**src/rtl/div24_pkg.sv**
```systemverilog
// -----------------------------------------------------------------------------
// div24_pkg
// Shared definitions for the iterative signed 24-bit divider.
//   W              operand / result width
//   CNT_W          width of the step counter (counts W-1 down to 0)
//   div24_state_e  FSM state encoding (IDLE, CALC, DONE)
//   DIV24_MIN      most negative operand, 24'h800000
//   DIV24_MAX      most positive operand, 24'h7FFFFF
//   DIV24_NEG1     -1, used to detect the single overflowing quotient
//   cond_neg()     two's-complement negate when the select bit is set
// -----------------------------------------------------------------------------
package div24_pkg;

  localparam int W     = 24;
  localparam int CNT_W = $clog2(W);

  typedef enum logic [1:0] {
    IDLE = 2'd0,
    CALC = 2'd1,
    DONE = 2'd2
  } div24_state_e;

  localparam logic [W-1:0] DIV24_MIN  = 24'h800000;
  localparam logic [W-1:0] DIV24_MAX  = 24'h7FFFFF;
  localparam logic [W-1:0] DIV24_NEG1 = 24'hFFFFFF;

  // Negating DIV24_MIN yields DIV24_MIN again; read as unsigned that is
  // exactly 2^23, which is why magnitudes fit in W unsigned bits.
  function automatic logic [W-1:0] cond_neg(input logic neg, input logic [W-1:0] v);
    return neg ? (~v + 1'b1) : v;
  endfunction

endpackage

```
**src/rtl/div24_step.sv**
```systemverilog
// -----------------------------------------------------------------------------
// div24_step
// One purely combinational radix-2 restoring division step on magnitudes.
//   rem_i  partial remainder entering the step (always < div_i)
//   bit_i  next dividend bit, shifted in at the LSB
//   div_i  divisor magnitude (non-zero, at most 2^23)
//   rem_o  partial remainder after the step
//   q_o    quotient bit produced by this step
// -----------------------------------------------------------------------------
module div24_step
  import div24_pkg::*;
(
  input  logic [W-1:0] rem_i,
  input  logic         bit_i,
  input  logic [W-1:0] div_i,
  output logic [W-1:0] rem_o,
  output logic         q_o
);

  logic [W:0]   trial;
  logic [W-1:0] diff;

  // The trial value needs W+1 bits for the compare, but when the subtraction
  // is taken the result is below div_i, so the low W bits of the difference
  // are exact under modular arithmetic.
  assign trial = {rem_i, bit_i};
  assign q_o   = (trial >= {1'b0, div_i});
  assign diff  = trial[W-1:0] - div_i;
  assign rem_o = q_o ? diff : trial[W-1:0];

endmodule

```
**src/rtl/div24_seq.sv**
```systemverilog
// -----------------------------------------------------------------------------
// div24_seq
// Iterative signed 24-bit divider: quotient truncates toward zero, remainder
// takes the sign of the dividend (SystemVerilog / and % on signed operands).
// One restoring step per clock on operand magnitudes, then a sign fix.
//
// Build option: define DIV24_REM_EN to expose the signed remainder on 'rem'.
// Without it the port and its sign-fix logic are absent; the internal
// partial remainder is still kept because the algorithm needs it.
//
// Ports
//   clk, rst_n     clock, asynchronous active-low reset
//   in_valid/in_ready    operand handshake (a, b)
//   out_valid/out_ready  result handshake (quot, rem, div_by_zero, overflow)
//   state_o        current FSM state, for observation
//
// Handshake rule: a transfer happens on a rising edge where valid and ready
// are both high. in_ready is high only in IDLE and out_valid only in DONE,
// so an operand accept and a result hand-off never share a cycle. While
// out_valid is high and out_ready low, every result output holds still.
// -----------------------------------------------------------------------------
module div24_seq
  import div24_pkg::*;
(
  input  logic         clk,
  input  logic         rst_n,
  input  logic         in_valid,
  output logic         in_ready,
  input  logic [W-1:0] a,
  input  logic [W-1:0] b,
  output logic         out_valid,
  input  logic         out_ready,
  output logic [W-1:0] quot,
`ifdef DIV24_REM_EN
  output logic [W-1:0] rem,
`endif
  output logic         div_by_zero,
  output logic         overflow,
  output logic [1:0]   state_o
);

  div24_state_e     state_q;
  logic [CNT_W-1:0] cnt_q;
  // dvd_q starts as |a|; each step shifts one dividend bit out of the top and
  // one quotient bit in at the bottom, so after W steps it holds |quotient|.
  logic [W-1:0]     dvd_q;
  logic [W-1:0]     dvs_q;
  logic [W-1:0]     prem_q;
  logic             sign_q_q;
  logic [W-1:0]     quot_q;
  logic             dbz_q;
  logic             ovf_q;
  logic             in_ready_q;
  logic             out_valid_q;
`ifdef DIV24_REM_EN
  logic             sign_a_q;
  logic [W-1:0]     rem_q;
`endif

  logic [W-1:0] a_mag;
  logic [W-1:0] b_mag;
  logic [W-1:0] step_rem;
  logic         step_q;
  logic [W-1:0] quot_next;

  assign a_mag = cond_neg(a[W-1], a);
  assign b_mag = cond_neg(b[W-1], b);

  div24_step u_step (
    .rem_i (prem_q),
    .bit_i (dvd_q[W-1]),
    .div_i (dvs_q),
    .rem_o (step_rem),
    .q_o   (step_q)
  );

  assign quot_next = {dvd_q[W-2:0], step_q};

  always_ff @(posedge clk or negedge rst_n) begin
    if (!rst_n) begin
      state_q     <= IDLE;
      cnt_q       <= '0;
      dvd_q       <= '0;
      dvs_q       <= '0;
      prem_q      <= '0;
      sign_q_q    <= 1'b0;
      quot_q      <= '0;
      dbz_q       <= 1'b0;
      ovf_q       <= 1'b0;
      in_ready_q  <= 1'b1;
      out_valid_q <= 1'b0;
`ifdef DIV24_REM_EN
      sign_a_q    <= 1'b0;
      rem_q       <= '0;
`endif
    end else begin
      unique case (state_q)
        IDLE: begin
          if (in_valid) begin
            dbz_q      <= 1'b0;
            ovf_q      <= 1'b0;
            in_ready_q <= 1'b0;
            if (b == '0) begin
              // Divide by zero saturates toward the dividend's sign.
              dbz_q       <= 1'b1;
              quot_q      <= a[W-1] ? DIV24_MIN : DIV24_MAX;
`ifdef DIV24_REM_EN
              rem_q       <= a;
`endif
              out_valid_q <= 1'b1;
              state_q     <= DONE;
            end else if (a == DIV24_MIN && b == DIV24_NEG1) begin
              // +2^23 is not representable; saturate.
              ovf_q       <= 1'b1;
              quot_q      <= DIV24_MAX;
`ifdef DIV24_REM_EN
              rem_q       <= '0;
`endif
              out_valid_q <= 1'b1;
              state_q     <= DONE;
            end else begin
              dvd_q    <= a_mag;
              dvs_q    <= b_mag;
              prem_q   <= '0;
              sign_q_q <= a[W-1] ^ b[W-1];
`ifdef DIV24_REM_EN
              sign_a_q <= a[W-1];
`endif
              cnt_q    <= CNT_W'(W - 1);
              state_q  <= CALC;
            end
          end
        end

        CALC: begin
          dvd_q  <= quot_next;
          prem_q <= step_rem;
          cnt_q  <= cnt_q - 1'b1;
          if (cnt_q == '0) begin
            // Last step: take the step outputs directly and apply signs so
            // the result is ready on the same edge that enters DONE.
            quot_q      <= cond_neg(sign_q_q, quot_next);
`ifdef DIV24_REM_EN
            rem_q       <= cond_neg(sign_a_q, step_rem);
`endif
            out_valid_q <= 1'b1;
            state_q     <= DONE;
          end
        end

        DONE: begin
          if (out_ready) begin
            out_valid_q <= 1'b0;
            in_ready_q  <= 1'b1;
            state_q     <= IDLE;
          end
        end

        default: begin
          out_valid_q <= 1'b0;
          in_ready_q  <= 1'b1;
          state_q     <= IDLE;
        end
      endcase
    end
  end

  assign in_ready    = in_ready_q;
  assign out_valid   = out_valid_q;
  assign quot        = quot_q;
  assign div_by_zero = dbz_q;
  assign overflow    = ovf_q;
  assign state_o     = state_q;
`ifdef DIV24_REM_EN
  assign rem         = rem_q;
`endif

endmodule

```
**config.mk**
```make
export PLATFORM = sky130hd
export DESIGN_NAME = div24_seq
export DESIGN_NICKNAME = d
export VERILOG_FILES = /design/src/rtl/div24_pkg.sv /design/src/rtl/div24_step.sv /design/src/rtl/div24_seq.sv
export SDC_FILE = /design/constraint.sdc
export NUM_CORES = 1
export LEC_CHECK = 0
export ABC_AREA = 1
export CAP_MARGIN = 20
export CELL_PAD_IN_SITES_DETAIL_PLACEMENT = 0
export CELL_PAD_IN_SITES_GLOBAL_PLACEMENT = 1
export CORE_MARGIN = 5
export CORE_UTILIZATION = 45
export CTS_CLUSTER_DIAMETER = 200
export CTS_CLUSTER_SIZE = 25
export DETAILED_ROUTE_END_ITERATION = 16
export PLACE_DENSITY_LB_ADDON = 0.05
export SYNTH_ARGS = -nofsm -noshare
export SYNTH_HDL_FRONTEND = slang
export SYNTH_SLANG_ARGS = --single-unit
export TNS_END_PERCENT = 5
```
**constraint.sdc**
```tcl
create_clock -name clk -period 8.18 [get_ports clk]
set_input_delay 1.227 -clock clk [delete_from_list [all_inputs] [get_ports clk]]
set_output_delay 1.227 -clock clk [all_outputs]
set_load 0.01 [all_outputs]
```
Word-level counts from Yosys, hierarchy flattened

Cells that the tools add are included.

Eq/ne operators: 10
Multiplexer cells: 40
Reductions and logical operators: 12
Order comparisons: 1
Add/subtract/negate cells: 5
Bitwise gates (word level): 7

Operator list:

| cell                                                 | number |
|---|---|
| two-way mux 24 bit                                   | 15 |
| one-hot mux 24 bit (2 select lines)                  | 3 |
| adder 24 x 1 -> 24 bit (second input constant)       | 3 |
| NOT 24 bit                                           | 3 |
| equality test 24 bit (second input constant)         | 2 |
| greater-or-equal comparator 25 x 24 -> 1 bit         | 1 |
| zero test 24 bit                                     | 1 |
| subtractor 24 bit                                    | 1 |
| AND reduction 4 bit                                  | 4 |
| two-way mux 5 bit                                    | 3 |
| two-way mux 1 bit                                    | 10 |
| two-way mux 2 bit                                    | 5 |
| inequality test 2 bit (second input constant)        | 5 |
| one-hot mux 5 bit (2 select lines)                   | 1 |
| one-hot mux 1 bit (3 select lines)                   | 2 |
| one-hot mux 2 bit (3 select lines)                   | 1 |
| AND reduction 3 bit                                  | 2 |
| zero test 5 bit                                      | 1 |
| subtractor 5 x 1 -> 5 bit (second input constant)    | 1 |
| inequality test 3 bit (second input constant)        | 1 |
| NOT 1 bit                                            | 3 |
| equality test 2 x 1 -> 1 bit (second input constant) | 1 |
| equality test 2 bit (second input constant)          | 1 |
| zero test 2 bit                                      | 1 |
| other kinds (4)                                      | 4 |

Word-level logic and storage cells: 86
Register bits after elaboration: 108
Output and inout port bits: 30
Input port bits: 52

Depth between registers and ports, before layout

Depth in word-level cells: 7
Mapped depth: 25
Gate-level depth less buffers: 23

Modules after synthesis

A second synthesis with hierarchy kept.

Cells, all modules: 1,484
Area, all modules: 9,093.7 um^2

Modules (own cells, without submodules):

| module     | cells each | sequential area each (um^2) | instances | area each (um^2) |
|---|---|---|---|---|
| div24_seq  | 1,000      | 2,703.8                     | 1         | 6,787.8 |
| div24_step | 484        | 0.0                         | 1         | 2,306.0 |

Least setup slack after synthesis

No wires, ideal clock.

Kind: register to register
Start: reg dvs_q[18]
End: reg quot_q[18], in the netlist quot[18]
Stages on the path, launching flop included: 26
Setup slack: 5.313 ns
Buffers on the path: 2
Data arrival time: 2.750 ns
Setup time: 0.116 ns
Required time: 8.064 ns
Clock period less this slack: 2.867 ns
Cell sequence: dfrtp_1 -> inv_1 -> ha_1 -> buf_2 -> nand2_1 -> nand2_1 -> nand2_1 -> nand2_1 -> a21oi_1 -> nand2_1 -> nor2_2 -> nand2_2 -> inv_2 -> buf_6 -> ha_1 -> nand4_1 -> nor2_1 -> nand3_1 -> nand2_1 -> o21ai_1 -> a21oi_2 -> nand2_1 -> nand2_1 -> nand3_1 -> nand2_1 -> nand2_1

Word-level cells in the longest chain between the ends: 6

RTL lines:

| what                                         | RTL line         | source |
|---|---|---|
| from (decl)                                  | div24_seq.sv:47  | `logic [W-1:0] dvs_q;` |
| from (signal assigned)                       | div24_seq.sv:123 | `dvs_q <= b_mag;` |
| greater-or-equal comparator 25 x 24 -> 1 bit | div24_step.sv:27 | `assign q_o = (trial >= {1'b0, div_i});` |
| NOT 24 bit                                   | div24_pkg.sv:30  | `return neg ? (~v + 1'b1) : v;` |
| adder 24 x 1 -> 24 bit                       | div24_pkg.sv:30  |  |
| two-way mux 24 bit                           | div24_pkg.sv:30  |  |
| two-way mux 24 bit                           | div24_seq.sv:139 | `if (cnt_q == '0) begin` |
| one-hot mux 24 bit (2 select lines)          | div24_seq.sv:97  | `unique case (state_q)` |
| to (signal assigned)                         | div24_seq.sv:106 | `quot_q <= a[W-1] ? DIV24_MIN : DIV24_MAX;` |
| to (signal assigned)                         | div24_seq.sv:142 | `quot_q <= cond_neg(sign_q_q, quot_next);` |
| to (decl)                                    | div24_seq.sv:50  | `logic [W-1:0] quot_q;` |

No other way between the ends. The select of a mux whose other input is x is not followed.
A chain may end at the register's enable or synchronous reset.

Worst setup path in the final report

Start: in b[23]
End: reg dvd_q[18]

Word-level cells in the longest chain between the ends: 4
Elaborated cells between the ends (all ways): 6
Those cells by class: eq/ne: 3; reduce/logical: 3

RTL lines:

| what                            | RTL line         | source |
|---|---|---|
| from (decl)                     | div24_seq.sv:30  | `input logic [W-1:0] b,` |
| equality test 24 bit            | div24_seq.sv:112 | `end else if (a == DIV24_MIN && b == DIV24_NEG1) begin` |
| logical AND 1 bit               | div24_seq.sv:112 |  |
| inequality test 2 bit (no line) | n/a              |  |
| AND reduction 4 bit (no line) * | n/a              |  |
| to (signal assigned)            | div24_seq.sv:122 | `dvd_q <= a_mag;` |
| to (signal assigned)            | div24_seq.sv:136 | `dvd_q <= quot_next;` |
| to (decl)                       | div24_seq.sv:46  | `logic [W-1:0] dvd_q;` |

Every way passes the cells marked *; elsewhere a longest branch is shown, timed or not.

==> metrics.md <==
| Metric | Value |
|---|---|
| Sequential share of power | 25.4% |
| Row count | 48 |
| # IOs | 82 |
| # setup viols final | 0 |
| Pwr dens | around 430 mW/mm^2 |
| Hold wc startpoint | dvs_q[23] |
| PnR worst setup slack | 4.197 ns |
| DRC viols | 0 |
| Place WS | approximately 3.8 ns |
| RSZ-0062 raised after global routing | no |
| DRT Wirelength | 22.67 mm |
| Synthesized area | 0.007930 sq mm |
| Number of synthesized register bits | roughly 110 |
| Sw Pwr | between 2000 and 2500 uW |
| Initial antenna violation count | 0 |
| Tightest Pin Transition | 0.8873 ns |
| Final Util | 53.09% |
| Via Count | 7,570 |
| Crit path arrival time | 4.25 ns |
| Post-DR wirelength/cell | about 16 um |
| Top-count cell post-synth | nand2_1 |
| Top post-synthesis cells by area | dfrtp_1 34%, nand2_1 12%, nor2_1 6.8%, o21ai_0 6.6%, inv_1 6.4% |
| Final Max Slew Viols | 0 |
| Max Fanout on Critical Path | between 50 and 60 |
| Die Wd | 142.8 um |
| Core ar. | roughly 0.017 sq mm |
| Mapped Cells | 1,144 |
| Cell variety after synth | 50 |
| PortBufs | 81 |
| Min cycle time layout | 3.983 ns |
| Grt ovf | 0 |
| Largest net degree at the start of global routing | 76 |
| Vias/cell | 5.294 |
| Detailed Place HPWL | 17.03 mm |
| Most frequent cells after synthesis | 253 x nand2_1, 144 x nor2_1, 135 x inv_1, 107 x dfrtp_1, 104 x o21ai_0 |
| Vias in the first global route | 6,896 |
| Num CTS Buffers | 9 |
| Setup bufs post-CTS | 0 |
| Reg-to-reg slack, setup | 4.20 ns |
| WHS | 0.4816 ns |
| Clk sinks | 108 |
| Share of the synthesized area in the top cell type | roughly a third |
| Number of synthesized flops with an enable pin | 0 |
| Ys async rst share | 100.0% |
| Critical path launch point type | input pin |
| Critical path endpoint category | flip-flop |
| H-tree depth | 3 |
| Crit Path Category | in2reg |
| Combinational power share | 62.0% |
| Final worst path period share | 48.69% |
| Hold Crit Depth | 2 |
| CTS Root Cell | clkbuf_16 |
| Maximum vdd drop | 186.1 uV |
| CTS tree | done |
| Reg clk slew, reported paths | about 0.07 ns |
| HP Class | reg2reg |
| Clk buf depth | 2 |
| Cts hold-fix bufs | 0 |
| Seq/Total Area, Yosys | 34.10% |
| Antenna Violating Nets Remaining | 0 |
| Fmax | 0.2511 GHz |
| Pleak | 0.004274 uW |
| Inserted Diodes | 0 |
| R2R Path End | quot[18] |
| Fin Setup TNS | 0 ns |
| Sw Share | 50.74% |
| Clk Latency, worst-skew pair | roughly 0.35 ns |
| R2r worst-path depth | 20 |
| Int Power | between 1500 and 2000 uW |
| Initial Utilization | 45.85% |
| Layout cells sized above 1 | under 10% |
| Outcome | complete, no violations |
| Largest area contributor in the netlist | dfrtp_1 |
| Worst-case hold path end point | dvs_q[23] |
| Die area | 0.02038 sq mm |
| Synth Area per Inst | between 6 and 7 sq um |
| Max-cap viol count | 0 |
| Clock share of power | 12.5% |
| Syn_nets | about 1,200 |
| Worst clock skew | between 0.009 and 0.01 ns |
| Hold Fails Final Rpt | 0 |
| Fill cells | 1,786 |
| Total GRT Usage | 22.62% |
| Yosys warns | 0 |
| Max_slew headroom | 40.85% |
| Die Span Y | approximately 140 um |
| Post-synth top flop | dfrtp_1 |
| Drt pass-1 iters | 5 |
| CP Data Required Time | 8.44 ns |
| Final GP Congestion | 0.8697 |
| PostCTS Resize Cnt | 0 |
| Initial drt markers | 577 |
| First-pass GRT wire length | 36.78 mm |
| Multi-input gate area | 0.004469 sq mm |
| Final nets | 1,283 |
| Area grow syn2layout | 15.79% |
| R2r startpoint | prem_q[11] |
| Reg area | 0.002704 sq mm |
## power by group through the flow
| stage | Combinational (uW) | Sequential, uW | Clock [uW] |
|---|---|---|---|
| global route | 2780 | 1030 | 527 |
| detailed placement | 2430 | 1010 | 0 |
| finish | 2450 | 1000 | 495 |
| global placement | 2420 | 999 | 0 |
| floorplan | 1820 | 962 | 0 |
| CTS | 2440 | 998 | 509 |
## cell usage in the layout, fill, tap and decap left out, drive strengths merged, types with 10 or more instances in the layout
master / Yosys / layout
a21oi: 71 / 71
clkbuf: 16 / 10
clkdlybuf4s50: 0 / 80
dfrtp: 107 / 107
ha: 30 / 30
inv: 144 / 146
nand2: 259 / 259
nand3: 74 / 74
nand4: 22 / 22
nor2: 152 / 152
nor3: 15 / 15
o21ai: 112 / 112
or2: 16 / 16
xor2: 38 / 38
## how the worst max path moves through the flow
| stage | cells past startpoint | slack, ns | end | from |
|---|---|---|---|---|
| 2_1_floorplan | 25 | 5.31 | quot[18] | dvs_q[18] |
| 4_1_cts | 10 | 4.17 | dvd_q[18] | b[23] |
| 3_5_place_dp | 10 | 3.80 | dvd_q[18] | b[23] |
| 6_report | 10 | 4.20 | dvd_q[18] | b[23] |
| 5_1_grt | 21 | 3.71 | quot[18] | dvs_q[4] |
| 3_3_place_gp | 9 | 3.84 | dvd_q[12] | b[23] |
## sequential cells by signal, indices dropped and copies added, names as in the netlist
| name | count |
|---|---|
| cnt_q | 5 |
| div_by_zero | 1 |
| dvd_q | 24 |
| dvs_q | 24 |
| in_ready | 1 |
| out_valid | 1 |
| overflow | 1 |
| prem_q | 24 |
| quot | 24 |
| sign_q_q | 1 |
| state_o | 2 |
## critical path, stage by stage
cell and delay [ns]:
clkdlybuf4s50_1 0.84, nand4_1 0.14, or2_1 0.25, nor2_1 0.15
nand2_2 0.11, nand3_4 0.41, nand2_4 0.39, inv_2 0.49
nand2_1 0.10, o211ai_1 0.10
## cell families after synthesis
kind of cell / synth area share [%]
AO/OA/AOI/OAI: 16.16
XOR/XNOR: 5.191
adder cells (fa/ha/maj): 4.986
buffers and inverters: 9.546
flip-flops: 34.10
AND/OR/NAND/NOR: 30.03
## metal layers
| layer | up-vias | GRT usage, % | part of all wire [%] |
|---|---|---|---|
| met2 | 207 | 30.76 | 39 |
| met4 | 0 | 4.352 | 1.1 |
| met3 | 15 | 3.449 | 5.5 |
| met5 | - | 0 | 0 |
| met1 | 3489 | 37.42 | 54 |
| li1 | 3859 | - | - |
## area by class of cell
| cell class | instances | share of cell area, % |
|---|---|---|
| Tap cell | 225 | 3.066 |
| Inverter | 144 | 5.914 |
| Timing Repair Buffer | 84 | 9.266 |
| Clock inverter | 6 | 1.036 |
| Sequential cell | 108 | 29.45 |
| Clock buffer | 10 | 2.603 |
| Multi-Input combinational cell | 853 | 48.67 |
## through the flow
step	cell area (sq um)	power, uW	instances
after floorplan	7930	2778	1144
after global placement	8821	3419	1413
after detailed placement	8821	3437	1413
after CTS	9155	3948	1429
after global routing	9183	4343	1430
final	9183	3944	1430
Power figures use the tool's default switching activity.
